--- src/rtl/fir_ctrl_sched.sv ---
// FIR control scheduler: 40-tap coefficient store with load FSM and
// per-sample enable sequencing for the 4-bank multiply/add/accumulate path.
// Ports: iClk_12M/iRst (sync, active-high); iCoeffUpdate/iCoeffWrEn/
//   iCoeffAddr/iCoeffData load taps; iCoeffRdAddr/oCoeffRdData readback;
//   oCoeffFlat all taps; oEnMul/oEnAdd/oEnAcc/oEnSample_300k enables;
//   oRun in RUN; oCoeffErr sticky load error.
// Option: define FIR_CTRL_READBACK_EN for registered tap readback.
module fir_ctrl_sched #(
  parameter int SAMPLE_DIV = 40
) (
  input  logic         iClk_12M,
  input  logic         iRst,
  input  logic         iCoeffUpdate,
  input  logic         iCoeffWrEn,
  input  logic [5:0]   iCoeffAddr,
  input  logic [15:0]  iCoeffData,
  input  logic [5:0]   iCoeffRdAddr,
  output logic [15:0]  oCoeffRdData,
  output logic [639:0] oCoeffFlat,
  output logic         oEnSample_300k,
  output logic [3:0]   oEnMul,
  output logic         oEnAdd,
  output logic         oEnAcc,
  output logic         oRun,
  output logic         oCoeffErr
);

  localparam int NTAP = 40;
  localparam logic [1:0] S_IDLE = 2'd0;
  localparam logic [1:0] S_LOAD = 2'd1;
  localparam logic [1:0] S_RUN  = 2'd2;
  localparam logic [7:0] CNT_LAST = 8'(SAMPLE_DIV - 1);

  logic [1:0]  state;
  logic [7:0]  cnt;
  logic [39:0] mask;
  logic [39:0] mask_nxt;
  logic [15:0] tap [NTAP];
  logic        err;
  logic        in_load;
  logic        in_run;
  logic        wr_ok;
  logic        wr_bad;
  logic        load_ok;

  assign in_load = (state == S_LOAD);
  assign in_run  = (state == S_RUN);
  assign wr_ok   = in_load & iCoeffWrEn & (iCoeffAddr < 6'd40);
  assign wr_bad  = in_load & iCoeffWrEn & (iCoeffAddr >= 6'd40);

  // Mask as it will be after this edge, so an exit-cycle write counts.
  always_comb begin
    mask_nxt = mask;
    for (int i = 0; i < NTAP; i++) begin
      if (wr_ok && iCoeffAddr == 6'(i)) mask_nxt[i] = 1'b1;
    end
  end

  assign load_ok = (&mask_nxt) & ~err & ~wr_bad;

  always_ff @(posedge iClk_12M) begin
    if (iRst) begin
      state <= S_IDLE;
      cnt   <= '0;
      mask  <= '0;
      err   <= 1'b0;
    end else begin
      case (state)
        S_IDLE: begin
          if (iCoeffUpdate) begin
            state <= S_LOAD;
            mask  <= '0;
            err   <= 1'b0;
          end
        end
        S_LOAD: begin
          mask <= mask_nxt;
          if (wr_bad) err <= 1'b1;
          if (!iCoeffUpdate) begin
            if (load_ok) begin
              state <= S_RUN;
              cnt   <= '0;
            end else begin
              state <= S_IDLE;
              err   <= 1'b1;
            end
          end
        end
        S_RUN: begin
          if (iCoeffUpdate) begin
            state <= S_LOAD;
            cnt   <= '0;
            mask  <= '0;
            err   <= 1'b0;
          end else if (cnt == CNT_LAST) begin
            cnt <= '0;
          end else begin
            cnt <= cnt + 8'd1;
          end
        end
        default: begin
          state <= S_IDLE;
          cnt   <= '0;
        end
      endcase
    end
  end

  always_ff @(posedge iClk_12M) begin
    if (iRst) begin
      for (int i = 0; i < NTAP; i++) tap[i] <= '0;
    end else begin
      for (int i = 0; i < NTAP; i++) begin
        if (wr_ok && iCoeffAddr == 6'(i)) tap[i] <= iCoeffData;
      end
    end
  end

  always_comb begin
    for (int i = 0; i < NTAP; i++) oCoeffFlat[16*i +: 16] = tap[i];
  end

  assign oRun           = in_run;
  assign oCoeffErr      = err;
  assign oEnMul[0]      = in_run & (cnt == 8'd0);
  assign oEnMul[1]      = in_run & (cnt == 8'd1);
  assign oEnMul[2]      = in_run & (cnt == 8'd2);
  assign oEnMul[3]      = in_run & (cnt == 8'd3);
  assign oEnAdd         = in_run & (cnt == 8'd4);
  assign oEnAcc         = in_run & (cnt == 8'd5);
  assign oEnSample_300k = in_run & (cnt == CNT_LAST);

`ifdef FIR_CTRL_READBACK_EN
  logic [15:0] rd_sel;

  // Out-of-range addresses fall through to zero.
  always_comb begin
    rd_sel = '0;
    for (int i = 0; i < NTAP; i++) begin
      if (iCoeffRdAddr == 6'(i)) rd_sel = tap[i];
    end
  end

  always_ff @(posedge iClk_12M) begin
    if (iRst) oCoeffRdData <= '0;
    else      oCoeffRdData <= rd_sel;
  end
`else
  logic unused_rd;
  assign unused_rd    = ^iCoeffRdAddr;
  assign oCoeffRdData = '0;
`endif

endmodule

--- config.mk ---
export PLATFORM = sky130hd
export DESIGN_NAME = fir_ctrl_sched
export DESIGN_NICKNAME = d
export VERILOG_FILES = /design/src/rtl/fir_ctrl_sched.sv
export SDC_FILE = /design/constraint.sdc
export NUM_CORES = 1
export LEC_CHECK = 0
export BUFFER_PORTS_ARGS = -buffer_cell sky130_fd_sc_hd__buf_2
export CAP_MARGIN = 40
export CORE_AREA = 2 2 271 273
export CTS_CLUSTER_SIZE = 8
export DETAILED_ROUTE_END_ITERATION = 12
export DIE_AREA = 0 0 273 275
export PLACE_DENSITY = 0.55
export SYNTH_ARGS = -nofsm -noshare
export SYNTH_HDL_FRONTEND = slang
export SYNTH_SLANG_ARGS = --single-unit
--- constraint.sdc ---
create_clock -name iClk_12M -period 6.36 [get_ports iClk_12M]
set_clock_uncertainty 0.15 [all_clocks]
set_input_delay 0.636 -clock iClk_12M [delete_from_list [all_inputs] [get_ports iClk_12M]]
set_output_delay 0.636 -clock iClk_12M [all_outputs]
set_load 0.01 [all_outputs]
* Yosys cells after proc, flatten, opt, wreduce, memory -nomap -nowiden
Memories as Yosys holds them, arrays and structs flattened.
Index checks and enable logic that the tools add are counted.
** Word-level totals
- Bits in writable memories :: 640
- Memories :: 1
- Word-level logic and storage cells :: 380
- Output and inout port bits :: 665
- Bits in registers :: 51
** Operators by class
- Equality and inequality tests :: 50
- Reduce and logical (&&, ||, !) cells :: 49
- Multiplexer cells :: 218
- $lt $le $gt $ge :: 2
- Bitwise logic cells :: 55
- Add/sub/neg operators :: 1
** Memory list
- tap :: words 40, width 16, rd ports 40, clocked after memory_dff 0, write ports 40, line 38 : logic [15:0] tap [NTAP];
** Operators by type and width (number)
- two-way mux 16 bit :: 40
- two-way mux 1 bit :: 166
- == test 6 x 5 -> 1 bit (second input constant) :: 16
- case mux 40 bit (2 select lines) :: 1
- == test 6 x 4 -> 1 bit (second input constant) :: 8
- == test 6 bit (second input constant) :: 8
- logical AND 1 bit :: 40
- two-way mux 40 bit :: 1
- bitwise OR 1 bit :: 40
- AND reduction 40 bit :: 1
- two-way mux 8 bit :: 4
- == test 6 x 3 -> 1 bit (second input constant) :: 4
- case mux 8 bit (3 select lines) :: 1
- == test 8 x 2 -> 1 bit (second input constant) :: 2
- == test 8 x 3 -> 1 bit (second input constant) :: 2
- AND 1 bit :: 12
- == test 6 x 2 -> 1 bit (second input constant) :: 2
- adder 8 x 1 -> 8 bit (second input constant) :: 1
- == test 8 x 1 -> 1 bit (second input constant) :: 1
- == test 8 x 6 -> 1 bit (second input constant) :: 1
- zero test 8 bit :: 1
- == test 6 x 1 -> 1 bit (second input constant) :: 1
- >= comparator 6 bit (second input constant) :: 1
- zero test 6 bit :: 1
- other kinds (14) :: 20

* Depth between registers and ports, before layout
- Word-level depth :: 11
- Mapped depth :: 10

* Worst setup path after synthesis
OpenSTA, ideal clock, no wires.
- Path kind :: input to register
- From :: input iCoeffAddr[3]
- To :: register state[1]
- Library setup time :: 79 ps
- Setup slack :: 3308 ps
- Stages :: 9
- Arrival :: 2823 ps
- Path buffers :: 2
- Cells stage by stage :: buf_6 > buf_6 > and2b_2 > nand4_4 > a2111oi_2 > nand4_1 > or4_1 > or3b_1 > a211oi_2
** Between the ends
- Cells in the longest elaborated chain, start to end :: 10
- Elaborated cells on any way between the ends :: 131
** Ends and longest elaborated chain
- start: declaration :: line 15 : input logic [5:0] iCoeffAddr,
- less-than comparator 6 bit :: line 48 : assign wr_ok = in_load & iCoeffWrEn & (iCoeffAddr < 6'd40);
- AND 1 bit :: line 48
- logical AND 1 bit :: line 55 : if (wr_ok && iCoeffAddr == 6'(i)) mask_nxt[i] = 1'b1;
- two-way mux 1 bit :: line 55
- AND reduction 40 bit :: line 59 : assign load_ok = (&mask_nxt) & ~err & ~wr_bad;
- AND 1 bit :: line 59
- AND 1 bit (*) :: line 59
- two-way mux 2 bit (*) :: line 80 : if (load_ok) begin
- two-way mux 2 bit (*) :: line 79 : if (!iCoeffUpdate) begin
- case mux 2 bit (2 select lines) (*) :: line 68 : case (state)
- end signal: assignment :: line 63 : state <= S_IDLE;
- end signal: assignment :: line 71 : state <= S_LOAD;
- end signal: assignment :: line 81 : state <= S_RUN;
- end: declaration :: line 34 : logic [1:0] state;
Mark *: on every way between the ends. The rest lies on a longest branch, timed or not. The select of a mux whose other input is x is not followed.
A chain may end at the register's enable or synchronous reset.

* Final worst setup path
- From :: register state[0]
- To :: register cnt[2]
** Between the ends
- Cells in the longest elaborated chain, start to end :: 10
- Elaborated cells on any way between the ends :: 95
** Ends and longest elaborated chain
- == test 2 x 1 -> 1 bit :: line 46, 68
- AND 1 bit :: line 48, 49
- AND 1 bit :: line 48
- logical AND 1 bit :: line 55
- two-way mux 1 bit :: line 55
- AND reduction 40 bit :: line 59
- AND 1 bit (2 in a row) :: line 59
- inequality test 2 x 1 -> 1 bit (no line)
- AND reduction 3 bit (no line)
- end signal: assignment :: line 98 : cnt <= cnt + 8'd1;
- end: declaration :: line 35 : logic [7:0] cnt;
Parallel ways exist; a longest one is shown, timed or not.

==> metrics.cfg <==
[detailed_routing]
finalWirelength_um = 83900
avgRoutedWirePerCell_um = 24.5
drtAntennaViolNets = 0
drt_iter0_markers = 1560
vias = 16845
drcViolationCount = 0
firstDrtPassIters = 5
viasPerCell = 4.92

[grt]
grt_max_degree = 64
first_global_vias = 16190
grt_pass1_wl_um = 116000
grt.total_usage_pct = 21.6
grt_antenna_before_repair = 6
grt-ovfl-total = 0

[final_layout]
finalNetCount = 2471
nFillCells = 6659
finalNonFillerCells = 3422
drive_gt1_share_pct = 34.7
final_cell_mix = buf_2 (673), edfxtp_1 (640), nor2_1 (561)
design_area_um2 = 32100
layout_commonest_cell = buf_2
syn_to_final_growth_pct = 28.3

[critical_path]
crit_fanout = 19
worstSetupPathType = flop to flop
worstSetupStartpointType = flop
crit_path_end_kind = flop
cp.arrival_ns = 4.20
required_ns = 6.70

[synthesis]
synth_area_um2 = 25000
synthTopCellsByArea = edfxtp_1 (77%), nor2_1 (8.4%), dfxtp_1 (4.1%)
synth-async-reset-ratio_pct = 0
synthCells = 1754
ys_types = 58
ys.warnings.count = 0
yosysSeqAreaShare_pct = 80.9
synth_top_cell_by_area = edfxtp_1
synth_top_flop_cell = edfxtp_1
yosysTopAreaCellShare_pct = 76.8
synth_seq_cells = 691
synth_edf_count = 640
synth.avg_cell_area_um2 = 14.3

[power]
total_power_uw = 10300
p_leak_uw = 0.0130
vdd_drop_max_mv = 0.207
p_per_area_nw_per_um2 = 322

[place]
portBuffers = 674
dp_cells = 3296
gp_congestion = 0.833
place_area_um2 = 29500
dp_hpwl_um = 54800

[timing]
tns_ns = 0
fmax_mhz = 259
post-route-min-period_ns = 3.86
hold_viol_final = 0
grt_setup_unrepaired = no
period_share_pct = 60.7
setup_viol = 0
relSlewSlack_pct = 36.9
hold_slack_ns = 0.134
finalMaxSlewViolations = 0
tightest_slew_ns = 0.947

[hold_path]
hp-class = input port to flop

[floorplan]
pin_count = 697
dieArea_um2 = 75100
start_util_pct = 34.6
die_w_um = 273
rows = 99
die_h_um = 275
core_um2 = 72300

[clocking]
clkSinkCount = 691
cts_made_buffers = 96
postCtsHoldBufs = 0
cts_tree = built
ctsResizeCount = 0
clk_path_buf_depth = 3
htree_levels = 3
cts.clk_slew.worst_paths_ns = 0.06
root_buffer = clkbuf_16
clk_latency_ns = 0.64
cts_setup_buffers = 0

[run]
cap_violations = 0

[status]
status = complete, no violations

power by group:
group	switching, µW	internal, µW
logic	444	149
clock network	1840	2720
registers	46.3	5130
total	2330	8000
final timing paths:
check / start / slack, ns / to / cells past startpoint
max: state[0] / 2.50 / cnt[2] / 7
min: iCoeffUpdate / 0.13 / state[1] / 2
max reg2reg: state[0] / 2.50 / cnt[2] / 7
min reg2reg: mask[24] / 0.31 / mask[24] / 2
registers in the layout, indices dropped and copies added, names as in the netlist:
signal and flops:
cnt 8, tap 640, mask 40, state 2, oCoeffErr 1
final cells by class:
type / instances / area [µm²] / share of cell area [%]
Sequential cell: 691 / 20200 / 63.1
Multi-Input combinational cell: 889 / 4070 / 12.7
Timing Repair Buffer: 719 / 3810 / 11.9
Clock buffer: 117 / 2490 / 7.76
Tap cell: 959 / 1200 / 3.74
Inverter: 38 / 143 / 0.444
Clock inverter: 7 / 131 / 0.409
Antenna cell: 2 / 5.00 / 0.0156
worst max-delay path, stage by stage, from the launching register on:
cell,delay [ns]
dfxtp_1,0.44
and4bb_1,0.64
nand3_1,0.70
a21boi_0,0.43
o22ai_1,0.12
or4_1,0.61
and4bb_2,0.48
o22ai_1,0.13
layer usage:
layer	GRT usage [%]	up-vias	share of wire [%]
met5	0	-	0.049
met4	8.40	6	3.3
met3	4.99	162	8.3
met2	37.3	873	51
met1	26.3	8445	38
li1	-	7359	-
synthesized netlist by cell type, types with 2 or more instances:
| cell | number |
|---|---|
| edfxtp_1 | 640 |
| nor2_1 | 561 |
| clkbuf_1 | 121 |
| nand2_1 | 77 |
| nand2b_1 | 58 |
| dfxtp_1 | 51 |
| a21oi_1 | 47 |
| inv_1 | 37 |
| buf_4 | 18 |
| nand3_1 | 17 |
| a31oi_1 | 12 |
| and2_1 | 9 |
| buf_2 | 8 |
| nand4_1 | 8 |
| and3_1 | 7 |
| nor3_1 | 6 |
| o21ai_1 | 5 |
| o22ai_1 | 5 |
| a21o_1 | 4 |
| ha_1 | 4 |
| nor2b_1 | 4 |
| and4bb_1 | 3 |
| buf_6 | 3 |
| nor4_1 | 3 |
| nor4b_2 | 3 |
| or2_2 | 3 |
| a21boi_0 | 2 |
| and4bb_2 | 2 |
| nand3b_1 | 2 |
| nand4b_1 | 2 |
| nor3b_1 | 2 |
| o21ai_0 | 2 |
| o41ai_1 | 2 |
| or4_1 | 2 |
stage by stage:
step,utilization [%],setup slack (ns)
after floorplan,-,3.31
after global placement,40.5,2.21
after global routing,44.4,2.22
after CTS,44.4,2.51
final,44.4,2.50
after detailed placement,40.7,2.20
logic make-up (layout without fill, tap and decap cells):
logic type / Yosys count / in the layout / share of synthesized area [%]
buf+inv: 189 / 881 / 3.24
fa+ha+maj: 4 / 4 / 0.200
other cells: 1 / 18 / 0.0150
flops: 691 / 691 / 80.9
xor+xnor: 1 / 1 / 0.0350
compound gates: 91 / 91 / 2.22
simple gates: 777 / 777 / 13.4
Note: power is estimated with default switching activity, not from simulation.
